--- config.mk ---
export PLATFORM = sky130hd
export DESIGN_NAME = tree_node_ctrl
export DESIGN_NICKNAME = d
export VERILOG_FILES = /design/src/rtl/tree_node_pkg.sv /design/src/rtl/tree_child_port.sv /design/src/rtl/tree_node_ctrl.sv
export SDC_FILE = /design/constraint.sdc
export NUM_CORES = 1
export LEC_CHECK = 0
export ABC_AREA = 1
export CAP_MARGIN = 20
export CORE_ASPECT_RATIO = 1.25
export CORE_MARGIN = 10
export CORE_UTILIZATION = 35
export CTS_CLUSTER_SIZE = 40
export DETAILED_ROUTE_END_ITERATION = 6
export PLACE_DENSITY = 0.71
export SYNTH_ARGS = -nofsm -noshare
export SYNTH_HDL_FRONTEND = slang
export SYNTH_SLANG_ARGS = --single-unit
--- constraint.sdc ---
create_clock -name clk -period 5.15 [get_ports clk]
set_input_delay 1.03 -clock clk [delete_from_list [all_inputs] [get_ports clk]]
set_output_delay 1.03 -clock clk [all_outputs]
set_load 0.1 [all_outputs]
--- src/rtl/tree_node_pkg.sv ---
// tree_node_pkg: shared FSM state encoding for the tree node controller and its child ports.
package tree_node_pkg;
    typedef enum logic [1:0] {IDLE, BCAST, WAIT, RESP} state_t;
endpackage

--- src/rtl/tree_child_port.sv ---
// tree_child_port: per-child sent/done tracking and handshake generation.
//   clr            clears sent/done when a new parent command is accepted
//   en             this child's bit of the latched command mask
//   in_bcast       node is in BCAST, in_wait: node is in WAIT
//   cmd_valid/cmd_ready, rsp_valid/rsp_ready  child handshakes
//   rsp_hs         response transfer this cycle (folds data into the accumulator)
//   sent_n/done_n  sent/done including this cycle's handshakes
module tree_child_port (
    input  logic clk,
    input  logic rst_n,
    input  logic clr,
    input  logic en,
    input  logic in_bcast,
    input  logic in_wait,
    input  logic cmd_ready,
    input  logic rsp_valid,
    output logic cmd_valid,
    output logic rsp_ready,
    output logic rsp_hs,
    output logic sent_n,
    output logic done_n
);
    logic sent, done;
    assign cmd_valid = in_bcast & en & ~sent;
    assign rsp_ready = in_wait & en & ~done;
    assign rsp_hs    = rsp_valid & rsp_ready;
    assign sent_n    = sent | (cmd_valid & cmd_ready);
    assign done_n    = done | rsp_hs;
    always_ff @(posedge clk or negedge rst_n) begin
        if (!rst_n) begin
            sent <= 1'b0;
            done <= 1'b0;
        end else begin
            sent <= clr ? 1'b0 : sent_n;
            done <= clr ? 1'b0 : done_n;
        end
    end
endmodule

--- src/rtl/tree_node_ctrl.sv ---
// tree_node_ctrl: broadcasts a parent command to masked children, XOR-folds their responses, times out stragglers.
//   p_cmd_*  parent command in (valid/ready/data/mask)
//   p_rsp_*  parent response out (valid/ready/data/err/miss)
//   c_cmd_*  per-child command out, data broadcast to all
//   c_rsp_*  per-child response in, child i data at [i*DATA_W +: DATA_W]
module tree_node_ctrl
    import tree_node_pkg::*;
#(
    parameter int NUM_CHILD = 5,
    parameter int DATA_W    = 8,
    parameter int TIMEOUT   = 255
) (
    input  logic                        clk,
    input  logic                        rst_n,
    input  logic                        p_cmd_valid,
    output logic                        p_cmd_ready,
    input  logic [DATA_W-1:0]           p_cmd_data,
    input  logic [NUM_CHILD-1:0]        p_cmd_mask,
    output logic                        p_rsp_valid,
    input  logic                        p_rsp_ready,
    output logic [DATA_W-1:0]           p_rsp_data,
    output logic                        p_rsp_err,
    output logic [NUM_CHILD-1:0]        p_rsp_miss,
    output logic [NUM_CHILD-1:0]        c_cmd_valid,
    input  logic [NUM_CHILD-1:0]        c_cmd_ready,
    output logic [DATA_W-1:0]           c_cmd_data,
    input  logic [NUM_CHILD-1:0]        c_rsp_valid,
    output logic [NUM_CHILD-1:0]        c_rsp_ready,
    input  logic [NUM_CHILD*DATA_W-1:0] c_rsp_data
);
    localparam int CW = $clog2(TIMEOUT + 1);
    state_t                state, state_n;
    logic [NUM_CHILD-1:0]  mask, sent_n, done_n, rsp_hs, miss;
    logic [DATA_W-1:0]     acc, acc_n, cmd;
    logic [CW-1:0]         cnt;
    logic                  err, accept, to_hit;
    assign accept      = (state == IDLE) & p_cmd_valid;
    assign p_cmd_ready = state == IDLE;
    assign p_rsp_valid = state == RESP;
    assign p_rsp_data  = acc;
    assign p_rsp_err   = err;
    assign p_rsp_miss  = miss;
    assign c_cmd_data  = cmd;
    // cnt is 0 on the first WAIT cycle, so this fires on the TIMEOUT-th WAIT cycle
    assign to_hit      = cnt == CW'(TIMEOUT - 1);
    for (genvar i = 0; i < NUM_CHILD; i++) begin : g_ch
        tree_child_port u_port (
            .clk      (clk),
            .rst_n    (rst_n),
            .clr      (accept),
            .en       (mask[i]),
            .in_bcast (state == BCAST),
            .in_wait  (state == WAIT),
            .cmd_ready(c_cmd_ready[i]),
            .rsp_valid(c_rsp_valid[i]),
            .cmd_valid(c_cmd_valid[i]),
            .rsp_ready(c_rsp_ready[i]),
            .rsp_hs   (rsp_hs[i]),
            .sent_n   (sent_n[i]),
            .done_n   (done_n[i])
        );
    end
    always_comb begin
        acc_n = acc;
        for (int i = 0; i < NUM_CHILD; i++)
            acc_n = acc_n ^ (rsp_hs[i] ? c_rsp_data[i*DATA_W +: DATA_W] : '0);
    end
    always_comb begin
        state_n = state;
        case (state)
            IDLE:    if (p_cmd_valid) state_n = (p_cmd_mask == '0) ? RESP : BCAST;
            BCAST:   if (sent_n == mask) state_n = WAIT;
            WAIT:    if (done_n == mask || to_hit) state_n = RESP;
            RESP:    if (p_rsp_ready) state_n = IDLE;
            default: state_n = IDLE;
        endcase
    end
    always_ff @(posedge clk or negedge rst_n) begin
        if (!rst_n) begin
            state <= IDLE;
            mask  <= '0;
            cmd   <= '0;
            acc   <= '0;
            err   <= 1'b0;
            miss  <= '0;
            cnt   <= '0;
        end else begin
            state <= state_n;
            cnt   <= (state != WAIT) ? '0 : (cnt == CW'(TIMEOUT)) ? cnt : cnt + 1'b1;
            if (accept) begin
                cmd  <= p_cmd_data;
                mask <= p_cmd_mask;
                acc  <= '0;
                err  <= 1'b0;
                miss <= '0;
            end
            if (state == WAIT) acc <= acc_n;
            // a response landing on the timeout cycle is already in done_n
            if (state == WAIT && state_n == RESP) begin
                err  <= done_n != mask;
                miss <= mask & ~done_n;
            end
        end
    end
endmodule

==> results of run 1 <==
## layout make-up
cell class | count | area [um^2] | area share [%]
Multi-Input combinational cell | 343 | 1575 | 36.43
Sequential cell | 47 | 1176 | 27.20
Tap cell | 120 | 150.1 | 3.472
Clock buffer | 5 | 68.82 | 1.591
Inverter | 83 | 311.5 | 7.205
Timing Repair Buffer | 101 | 1016 | 23.50
Clock inverter | 3 | 26.28 | 0.6076
## per-layer routing
layer | up-vias | GRT usage [%] | wire length, um
li1 | 1697 | - | -
met1 | 1468 | 16.13 | 4146
met2 | 98 | 24.17 | 4498
met3 | 11 | 4.458 | 699
met4 | 0 | 2.346 | 118
met5 | - | 0 | 0
## worst max-delay path by stage
stage | cells after the start | end | slack (ns) | from
3_3_place_gp | 6 | p_rsp_data[1]$_DFFE_PN0P_ | 1.80 | p_cmd_valid
4_1_cts | 4 | c_rsp_ready[0] | 1.43 | state[0]$_DFF_PN0_
3_5_place_dp | 6 | p_rsp_data[5]$_DFFE_PN0P_ | 1.75 | p_cmd_valid
6_report | 5 | c_cmd_valid[3] | 1.43 | state[0]$_DFF_PN0_
5_1_grt | 5 | c_cmd_valid[3] | 1.25 | state[0]$_DFF_PN0_
2_1_floorplan | 1 | p_cmd_ready | 2.37 | state[0]$_DFF_PN0_
## report_power, final
group	internal (W)	switching (W)
Sequential	0.000503	0.000119
Combinational	0.000417	0.00120
Clock	0.000101	0.000143
Total	0.00102	0.00147
## sequential cells by signal (all words and copies together) (netlist names)
signal            flops
g_ch.u_port.done      5
mask                  5
p_rsp_miss            5
state                 2
cnt                   8
c_cmd_data            8
p_rsp_data            8
p_rsp_err             1
g_ch.u_port.sent      5
## cell usage in the layout (no fill, tap or decap), types with 2 or more instances in the layout
master,instances
nand2_1,163
clkdlybuf4s50_1,99
inv_1,82
nand3_1,62
nor2_1,49
dfrtp_1,47
o21ai_0,18
a21oi_1,9
nor3_1,7
ha_1,7
nand4_1,6
clkbuf_8,5
xnor2_1,4
xor2_1,4
inv_6,3
a211oi_1,2
## metrics by stage
stage	power [W]	setup WS, ns	cells
finish	0.002488	1.434	702
global route	0.002666	1.245	702
CTS	0.002507	1.433	701
detailed placement	0.002257	1.753	693
global placement	0.002232	1.801	693
floorplan	0.001862	2.375	493
## logic make-up after synthesis
| logic type | Yosys count | share of synthesized area, % |
|---|---|---|
| simple gates | 293 | 38.54 |
| buf+inv | 103 | 13.53 |
| flops | 47 | 36.96 |
| compound gates | 35 | 6.017 |
| xor+xnor | 8 | 2.202 |
| fa+ha+maj | 7 | 2.753 |
## worst max-delay path: cells and delay by family (launching register included)
kind,cells,cell delay [ns]
buffers and inverters,3,1.39
AND/OR/NAND/NOR,2,0.53
flip-flops,1,0.45
==> run_results.csv, run 1 <==
group,metric,value,unit
outcome,outcome,"finished, final reports clean",
clock_network,clock-sinks,47,
critical_path,crit_slowest_cell,"clkdlybuf4s50_1",
critical_path,crit_arrival,2.69,ns
timing,holdWs,0.4893,ns
critical_path,startpoint_type,"flip-flop",
synth,ys_async_sr_fraction,100.0,%
global_routing,grtUsageTotal,13.76,%
timing,rsz0062_at_grt,"no",
hold_path,min_from,"c_cmd_data[1]$_DFFE_PN0P_",
floorplan,core_area,0.008796,mm^2
drt,drt_iter0_markers,138,
critical_path,rrSetupSlack,2.41,ns
critical_path,crit_chain,"inv_2, nor2_1, inv_1, nor3_1, clkdlybuf4s50_1",
global_routing,grt_pass1_wl,15.51,mm
synth,yosysMostFrequentCell,"nand2_1",
layout,final_nets,655,
critical_path,rr_startpoint,"state[0]$_DFF_PN0_",
power,power_density,575.4,mW/mm^2
floorplan,core.rowCount,38,
synth,ys.flop_type,"dfrtp_1",
place,gp_congestion,0.8678,
clock_network,cts-root-buf,"clkbuf_8",
synth,ys_seq_area_share,36.96,%
synth,synth-edff-count,0,
flow_run,max_cap_viol_count,0,
place,dp_hpwl,7.542,mm
floorplan,die_y,126.6,um
critical_path,cp_max_fo,6,
critical_path,cpPeakStageDelay,1.19,ns
global_routing,grt_antenna_before_repair,0,
timing,relSlewSlack,32.43,%
timing,clock.fmax,269.1,MHz
clock_network,ctsHoldBuffers,0,
synth,synth_commonest_cells,"nand2_1, inv_1, nand3_1",
critical_path,reg2regPathDepth,12,
synth,synth_cell_type_count,30,
global_routing,grt_overflow,0,
layout,diodes,0,
critical_path,r2r-end,"state[0]$_DFF_PN0_",
timing,setup_tns,0,ns
layout,final_util,49.16,%
global_routing,grt_max_degree,48,
clock_network,cts_made_buffers,5,
layout,area_growth,35.90,%
drt,viasPerCell,4.664,
clock_network,worstSkewPairLatency,0.31,ns
drt,dr.pass1.iters,5,
timing,hold_viol_final,0,
synth,netlist_top_cells_area,"dfrtp_1, nand2_1, nand3_1",
place,placed_area,0.004209,mm^2
layout,final_area,0.004324,mm^2
clock_network,htreeDepth,2,
hold_path,hold_depth,2,
power,p_leak,2.271,nW
drt,ant_nets,0,
clock_network,cts_tree,"built",
synth,syn-num-nets,567,
synth,postSynthCellCount,493,
power,max-vdd-ir-drop,449.1,uV
critical_path,crit_type,"flip-flop to output port",
floorplan,floorplan.initialDensity,36.17,%
timing,worstMarginPinSlew,1.010,ns
timing,skew,0.01071,ns
synth,yosys.area.top_type,"dfrtp_1",
synth,synth_top_area_share,36.96,%
synth,syn_avg_cell_area,6.454,um^2
layout,fill_cells,871,
place,portBuffers,100,
hold_path,min_to,"c_cmd_data[1]$_DFFE_PN0P_",
clock_network,postCtsSetupRepairBufs,0,
critical_path,cp.required,4.12,ns
clock_network,cts.path.max_buffers,2,
floorplan,dieArea,0.01333,mm^2
floorplan,fp.dieW,105.3,um
hold_path,hp-class,"flip-flop to flip-flop",
synth,yosysWarnings,0,
timing,finalCriticalPeriod,3.716,ns
timing,slew_viol_final,0,
timing,setup_violations,0,
drt,route.detailed.wl_per_inst,13.48,um
layout,drive_above_1_share,2.577,%
timing,fin_crit_sh,72.15,%
synth,ys_ff_latch,47,
floorplan,pin_count,101,
synth,syn_area,0.003182,mm^2
clock_network,clk_transition_reported_paths,0.10,ns
drt,drcViolationCount,0,
critical_path,end_kind,"output port",
drt,routed_wl,9.463,mm
clock_network,cts_resized,0,
global_routing,first_global_vias,3260,
drt,vias,3274,
No activity file was read; power rests on OpenSTA's default activity.
==> inputs of run 2 (changes only) <==
==> constraint.sdc (replaced) <==
create_clock -name clk -period 3.8 [get_ports clk]
set_input_delay 0.76 -clock clk [delete_from_list [all_inputs] [get_ports clk]]
set_output_delay 0.76 -clock clk [all_outputs]
set_load 0.1 [all_outputs]
==> run 2 against run 1 <==
Via count up 1.2%. Count of clock-buffer cells in the layout unchanged. Sequential cell count unchanged. Global-route usage up 0.34 points. Die area unchanged. Largest power group unchanged. Setup slack worse by 0.39 ns. Register-to-register slack worse by 1.3 ns. Highest routed layer unchanged.
==> run_results.csv, run 2 (synthesized netlist as in run 1, its figures left out) <==
group,metric,value,unit
drt,dr.pass1.iters,4,
outcome,outcome,"finished, final reports clean",
critical_path,r2r-end,"p_rsp_miss[1]$_DFFE_PN0P_",
critical_path,crit_arrival,2.93,ns
place,portBuffers,100,
clock_network,clock-sinks,47,
place,gp_congestion,0.8312,
clock_network,worstSkewPairLatency,0.30,ns
drt,ant_nets,0,
clock_network,htreeDepth,2,
layout,final_nets,657,
layout,layout_common_cells,"nand2_1, clkdlybuf4s50_1, inv_1",
floorplan,dieArea,0.01333,mm^2
timing,clock.fmax,363.4,MHz
drt,drt_iter0_markers,149,
power,power,0.003424,W
hold_path,hp-class,"input pin to asynchronous set/reset pin",
critical_path,reg2regPathDepth,13,
timing,relSlewSlack,33.47,%
clock_network,cts.path.max_buffers,2,
global_routing,grt_antenna_before_repair,0,
drt,drcViolationCount,0,
global_routing,grt_overflow,0,
global_routing,grt_pass1_wl,15.86,mm
global_routing,grt_max_degree,48,
drt,route.detailed.wl_per_inst,13.40,um
timing,finalCriticalPeriod,2.752,ns
timing,setup_tns,0,ns
global_routing,top_usage_layer,"met2",
critical_path,startpoint,"c_rsp_valid[3]",
floorplan,floorplan.initialDensity,36.17,%
power,max-vdd-ir-drop,541.4,uV
drt,viasPerCell,4.705,
critical_path,cp.required,3.98,ns
floorplan,core_area,0.008796,mm^2
layout,final_common_cell,"nand2_1",
clock_network,ctsHoldBuffers,0,
timing,rsz0062_at_grt,"no",
layout,diodes,0,
critical_path,end_kind,"flip-flop",
timing,hold_viol_final,0,
clock_network,cts_made_buffers,5,
clock_network,cts_tree,"built",
drt,vias,3312,
critical_path,rr_startpoint,"state[0]$_DFF_PN0_",
flow_run,max_cap_viol_count,0,
timing,setup_violations,0,
critical_path,cp_max_fo,13,
critical_path,crit_type,"input pin to flip-flop",
floorplan,fp.dieW,105.3,um
global_routing,first_global_vias,3380,
timing,worstMarginPinSlew,0.9948,ns
critical_path,rrSetupSlack,1.09,ns
global_routing,grtUsageMet3,4.053,%
clock_network,cts_resized,0,
critical_path,cp-endpoint,"p_rsp_miss[1]$_DFFE_PN0P_",
timing,skew,0.01199,ns
layout,area_growth,36.22,%
drt,routed_wl,9.431,mm
global_routing,globalRouteMet2Util,24.09,%
floorplan,die_y,126.6,um
global_routing,grt_use_met1,17.08,%
power,power_density,789.9,mW/mm^2
critical_path,startpoint_type,"input pin",
floorplan,pin_count,101,
layout,drive_above_1_share,4.966,%
clock_network,cts-root-buf,"clkbuf_8",
timing,fin_crit_sh,72.42,%
floorplan,core.rowCount,38,
clock_network,postCtsSetupRepairBufs,0,
clock_network,clk_transition_reported_paths,0.09,ns
global_routing,grtUsageTotal,14.11,%
place,dp_hpwl,7.508,mm
power,p_leak,2.315,nW
timing,slew_viol_final,0,
## run 2: cell types whose count changed in the layout (fill, tap and decap cells not counted)
cell             before  now
buf_4                 0   14
clkdlybuf4s50_1      99   87
inv_6                 3    0
buf_12                1    0
buf_16                0    1
bufinv_16             0    1
clkinv_2              0    1
clkinv_4              0    1
## run 2: worst min path at each step
stage	end	start	cells after the start
2_1_floorplan	c_cmd_data[0]$_DFFE_PN0P_	rst_n	0
3_3_place_gp	c_cmd_data[7]$_DFFE_PN0P_	c_cmd_data[7]$_DFFE_PN0P_	2
3_5_place_dp	c_cmd_data[0]$_DFFE_PN0P_	c_cmd_data[0]$_DFFE_PN0P_	2
4_1_cts	c_cmd_data[6]$_DFFE_PN0P_	c_cmd_data[6]$_DFFE_PN0P_	2
5_1_grt	c_cmd_data[5]$_DFFE_PN0P_	rst_n	1
6_report	c_cmd_data[5]$_DFFE_PN0P_	rst_n	1
## run 2: layer usage
layer,part of all wire [%],routed length [um]
met3,6.3,595
met2,48,4520
met1,45,4249
met4,0.70,66
met5,0,0
## run 2: cell type report
cell class / count / area (um^2)
well taps: 120 / 150.1
fillers: 889 / 4462
inverters: 83 / 311.5
flip-flops and latches: 47 / 1176
multi-input cells: 343 / 1575
repair buffers: 103 / 1008
clock inverters: 3 / 43.79
clock buffers: 5 / 68.82
## run 2: critical path, stage by stage
cell	delay, ns
clkdlybuf4s50_1	0.45
nand2_1	0.05
inv_1	0.31
nor2_1	0.11
ha_1	0.29
nand3_1	0.07
nand3b_1	0.19
o21ai_1	0.25
nand2_1	0.25
nand3_1	0.13
nand2_1	0.08
## run 2: where the power goes
part,switching [W],total [W],internal [W]
clock,0.000179,0.000375,0.000196
combinational,0.00165,0.00221,0.000563
sequential,0.000158,0.000840,0.000682
total,0.00198,0.00342,0.00144
## run 2: metrics by stage
step | cells | setup WS [ns] | area, um^2 | hold slack [ns] | utilization, %
2_1_floorplan | 493 | 1.044 | 3182 | 0.4631 | -
3_3_place_gp | 695 | 0.7712 | 4194 | 0.4615 | 47.68
3_5_place_dp | 695 | 0.7244 | 4194 | 0.4697 | 47.68
4_1_cts | 703 | 1.030 | 4307 | 0.4984 | 48.96
5_1_grt | 704 | 0.7301 | 4334 | 0.4890 | 49.27
6_report | 704 | 1.048 | 4334 | 0.4555 | 49.27
==> inputs of run 3 (changes only) <==
--- a/config.mk
+++ b/config.mk
@@ -12,7 +12,7 @@
 export CORE_UTILIZATION = 35
 export CTS_CLUSTER_SIZE = 40
 export DETAILED_ROUTE_END_ITERATION = 6
-export PLACE_DENSITY = 0.71
+export PLACE_DENSITY = 0.74
 export SYNTH_ARGS = -nofsm -noshare
 export SYNTH_HDL_FRONTEND = slang
 export SYNTH_SLANG_ARGS = --single-unit
==> constraint.sdc (replaced) <==
create_clock -name clk -period 2.3 [get_ports clk]
set_input_delay 0.46 -clock clk [delete_from_list [all_inputs] [get_ports clk]]
set_output_delay 0.46 -clock clk [all_outputs]
set_load 0.1 [all_outputs]
==> run 3 against run 2 <==
Clock skew is 0.0038 ns higher. Critical endpoint is now c_cmd_valid[3]. Final cell count is 2.7% higher. Non-clock buffer count is 19 higher. Setup slack worse by 0.82 ns. Highest routed layer unchanged. Critical path type is now flip-flop to output port. Register-to-register slack worse by 0.86 ns. Die area stayed put.
==> run_results.csv, run 3 (synthesized netlist as in run 1, its figures left out) <==
group,metric,value,unit
timing,hold_viol_final,0,
clock_network,cts.path.max_buffers,2,
floorplan,core_area,0.008796,mm^2
layout,final_common_cell,"nand2_1",
global_routing,grtUsageTotal,14.30,%
timing,slew_viol_final,0,
floorplan,fp.dieW,105.3,um
floorplan,core.rowCount,38,
global_routing,grt_pass1_wl,16.11,mm
place,gp_congestion,0.8380,
drt,vias,3407,
layout,drive_above_1_share,12.27,%
global_routing,grt_overflow,0,
place,portBuffers,100,
layout,layout_common_cells,"nand2_1, inv_1, clkdlybuf4s50_1",
global_routing,grt_antenna_before_repair,0,
timing,skew,0.01579,ns
clock_network,clock-sinks,47,
power,power,0.006076,W
clock_network,cts-root-buf,"clkbuf_8",
timing,setup_tns,0,ns
critical_path,end_kind,"output port",
floorplan,floorplan.initialDensity,36.17,%
drt,ant_nets,0,
clock_network,clk_transition_reported_paths,0.10,ns
critical_path,crit_arrival,1.61,ns
critical_path,startpoint_type,"flip-flop",
floorplan,dieArea,0.01333,mm^2
power,power_density,1329,mW/mm^2
drt,route.detailed.wl_per_inst,13.73,um
hold_path,hp-class,"input pin to asynchronous set/reset pin",
timing,clock.fmax,482.8,MHz
power,max-vdd-ir-drop,1250,uV
floorplan,die_y,126.6,um
timing,fin_crit_sh,90.06,%
timing,worstMarginPinSlew,0.7162,ns
drt,viasPerCell,4.712,
drt,routed_wl,9.927,mm
clock_network,cts_resized,0,
timing,finalCriticalPeriod,2.071,ns
clock_network,worstSkewPairLatency,0.31,ns
power,p_leak,2.480,nW
drt,dr.pass1.iters,4,
critical_path,cp_max_fo,5,
clock_network,postCtsSetupRepairBufs,0,
clock_network,ctsHoldBuffers,0,
layout,area_growth,43.73,%
clock_network,cts_tree,"built",
drt,drt_iter0_markers,247,
clock_network,htreeDepth,2,
floorplan,pin_count,101,
place,dp_hpwl,7.978,mm
timing,relSlewSlack,52.08,%
layout,final_nets,676,
timing,rsz0062_at_grt,"no",
critical_path,crit_type,"flip-flop to output port",
flow_run,max_cap_viol_count,0,
global_routing,first_global_vias,3428,
clock_network,cts_made_buffers,5,
outcome,outcome,"finished, final reports clean",
timing,setup_violations,0,
critical_path,cp.required,1.84,ns
global_routing,grt_max_degree,24,
drt,drcViolationCount,0,
layout,fill_cells,830,
layout,diodes,0,
layout,final_util,51.99,%
## run 3: changes by cell type in the layout (fill, tap and decap cells not counted), sizes merged
cell / before / now
buf: 16 / 57
bufinv: 1 / 2
clkdlybuf4s50: 87 / 65
clkinv: 2 / 0
clkinvlp: 0 / 1
## run 3: final timing paths
path                       cells after the start                 startpoint                   endpoint  slack, ns
max in group asynchronous                      2                      rst_n         cnt[3]$_DFFE_PN0P_       1.62
setup / recovery                               4         state[1]$_DFF_PN0_             c_cmd_valid[3]       0.23
hold / removal                                 1                      rst_n  p_rsp_miss[3]$_DFFE_PN0P_       0.08
hold reg to reg                                2  c_cmd_data[4]$_DFFE_PN0P_  c_cmd_data[4]$_DFFE_PN0P_       0.49
setup reg to reg                              12        mask[3]$_DFFE_PN0P_  p_rsp_miss[2]$_DFFE_PN0P_       0.23
min in group clk                               2  c_cmd_data[4]$_DFFE_PN0P_  c_cmd_data[4]$_DFFE_PN0P_       0.49
## run 3: final cells by class
| class | instances | area [um^2] | area share [%] |
|---|---|---|---|
| sequential | 47 | 1177 | 25.75 |
| multi-input combinational | 343 | 1597 | 34.91 |
| inverter | 83 | 311.5 | 6.813 |
| clock buffer | 5 | 68.82 | 1.505 |
| timing repair buffer | 122 | 1201 | 26.27 |
| tap | 120 | 150.1 | 3.283 |
| clock inverter | 3 | 67.56 | 1.477 |
## run 3: metrics by stage
step           cells  cell area (um^2)  worst slack [ns]  hold slack (ns)
2_1_floorplan    493              3184           0.05862           0.1644
3_3_place_gp     715              4417            0.1195           0.4369
3_5_place_dp     715              4417           0.04652           0.4404
4_1_cts          723              4553            0.1007          0.09965
5_1_grt          723              4573          0.001774           0.1023
6_report         723              4573            0.2287          0.08453
## run 3: critical path, cell delays in order, from the launching register on
cell,delay [ns]
dfrtp_2,0.46
nor2_1,0.15
inv_1,0.09
nor3_1,0.37
buf_12,0.24
## run 3: where the power goes
part	internal [W]	leakage [nW]	total (W)	switching, W
Clock	0.000434	0.0644	0.000737	0.000303
Sequential	0.00113	0.617	0.00139	0.000261
Combinational	0.00113	1.80	0.00395	0.00282
Total	0.00269	2.48	0.00608	0.00339
## run 3: per-layer routing
layer	vias to the layer above	track usage, %	share of wire, %
met2	118	24.42	48
met4	0	2.994	1.3
met3	11	3.799	7.1
met5	-	0	0
met1	1548	17.60	44
li1	1730	-	-
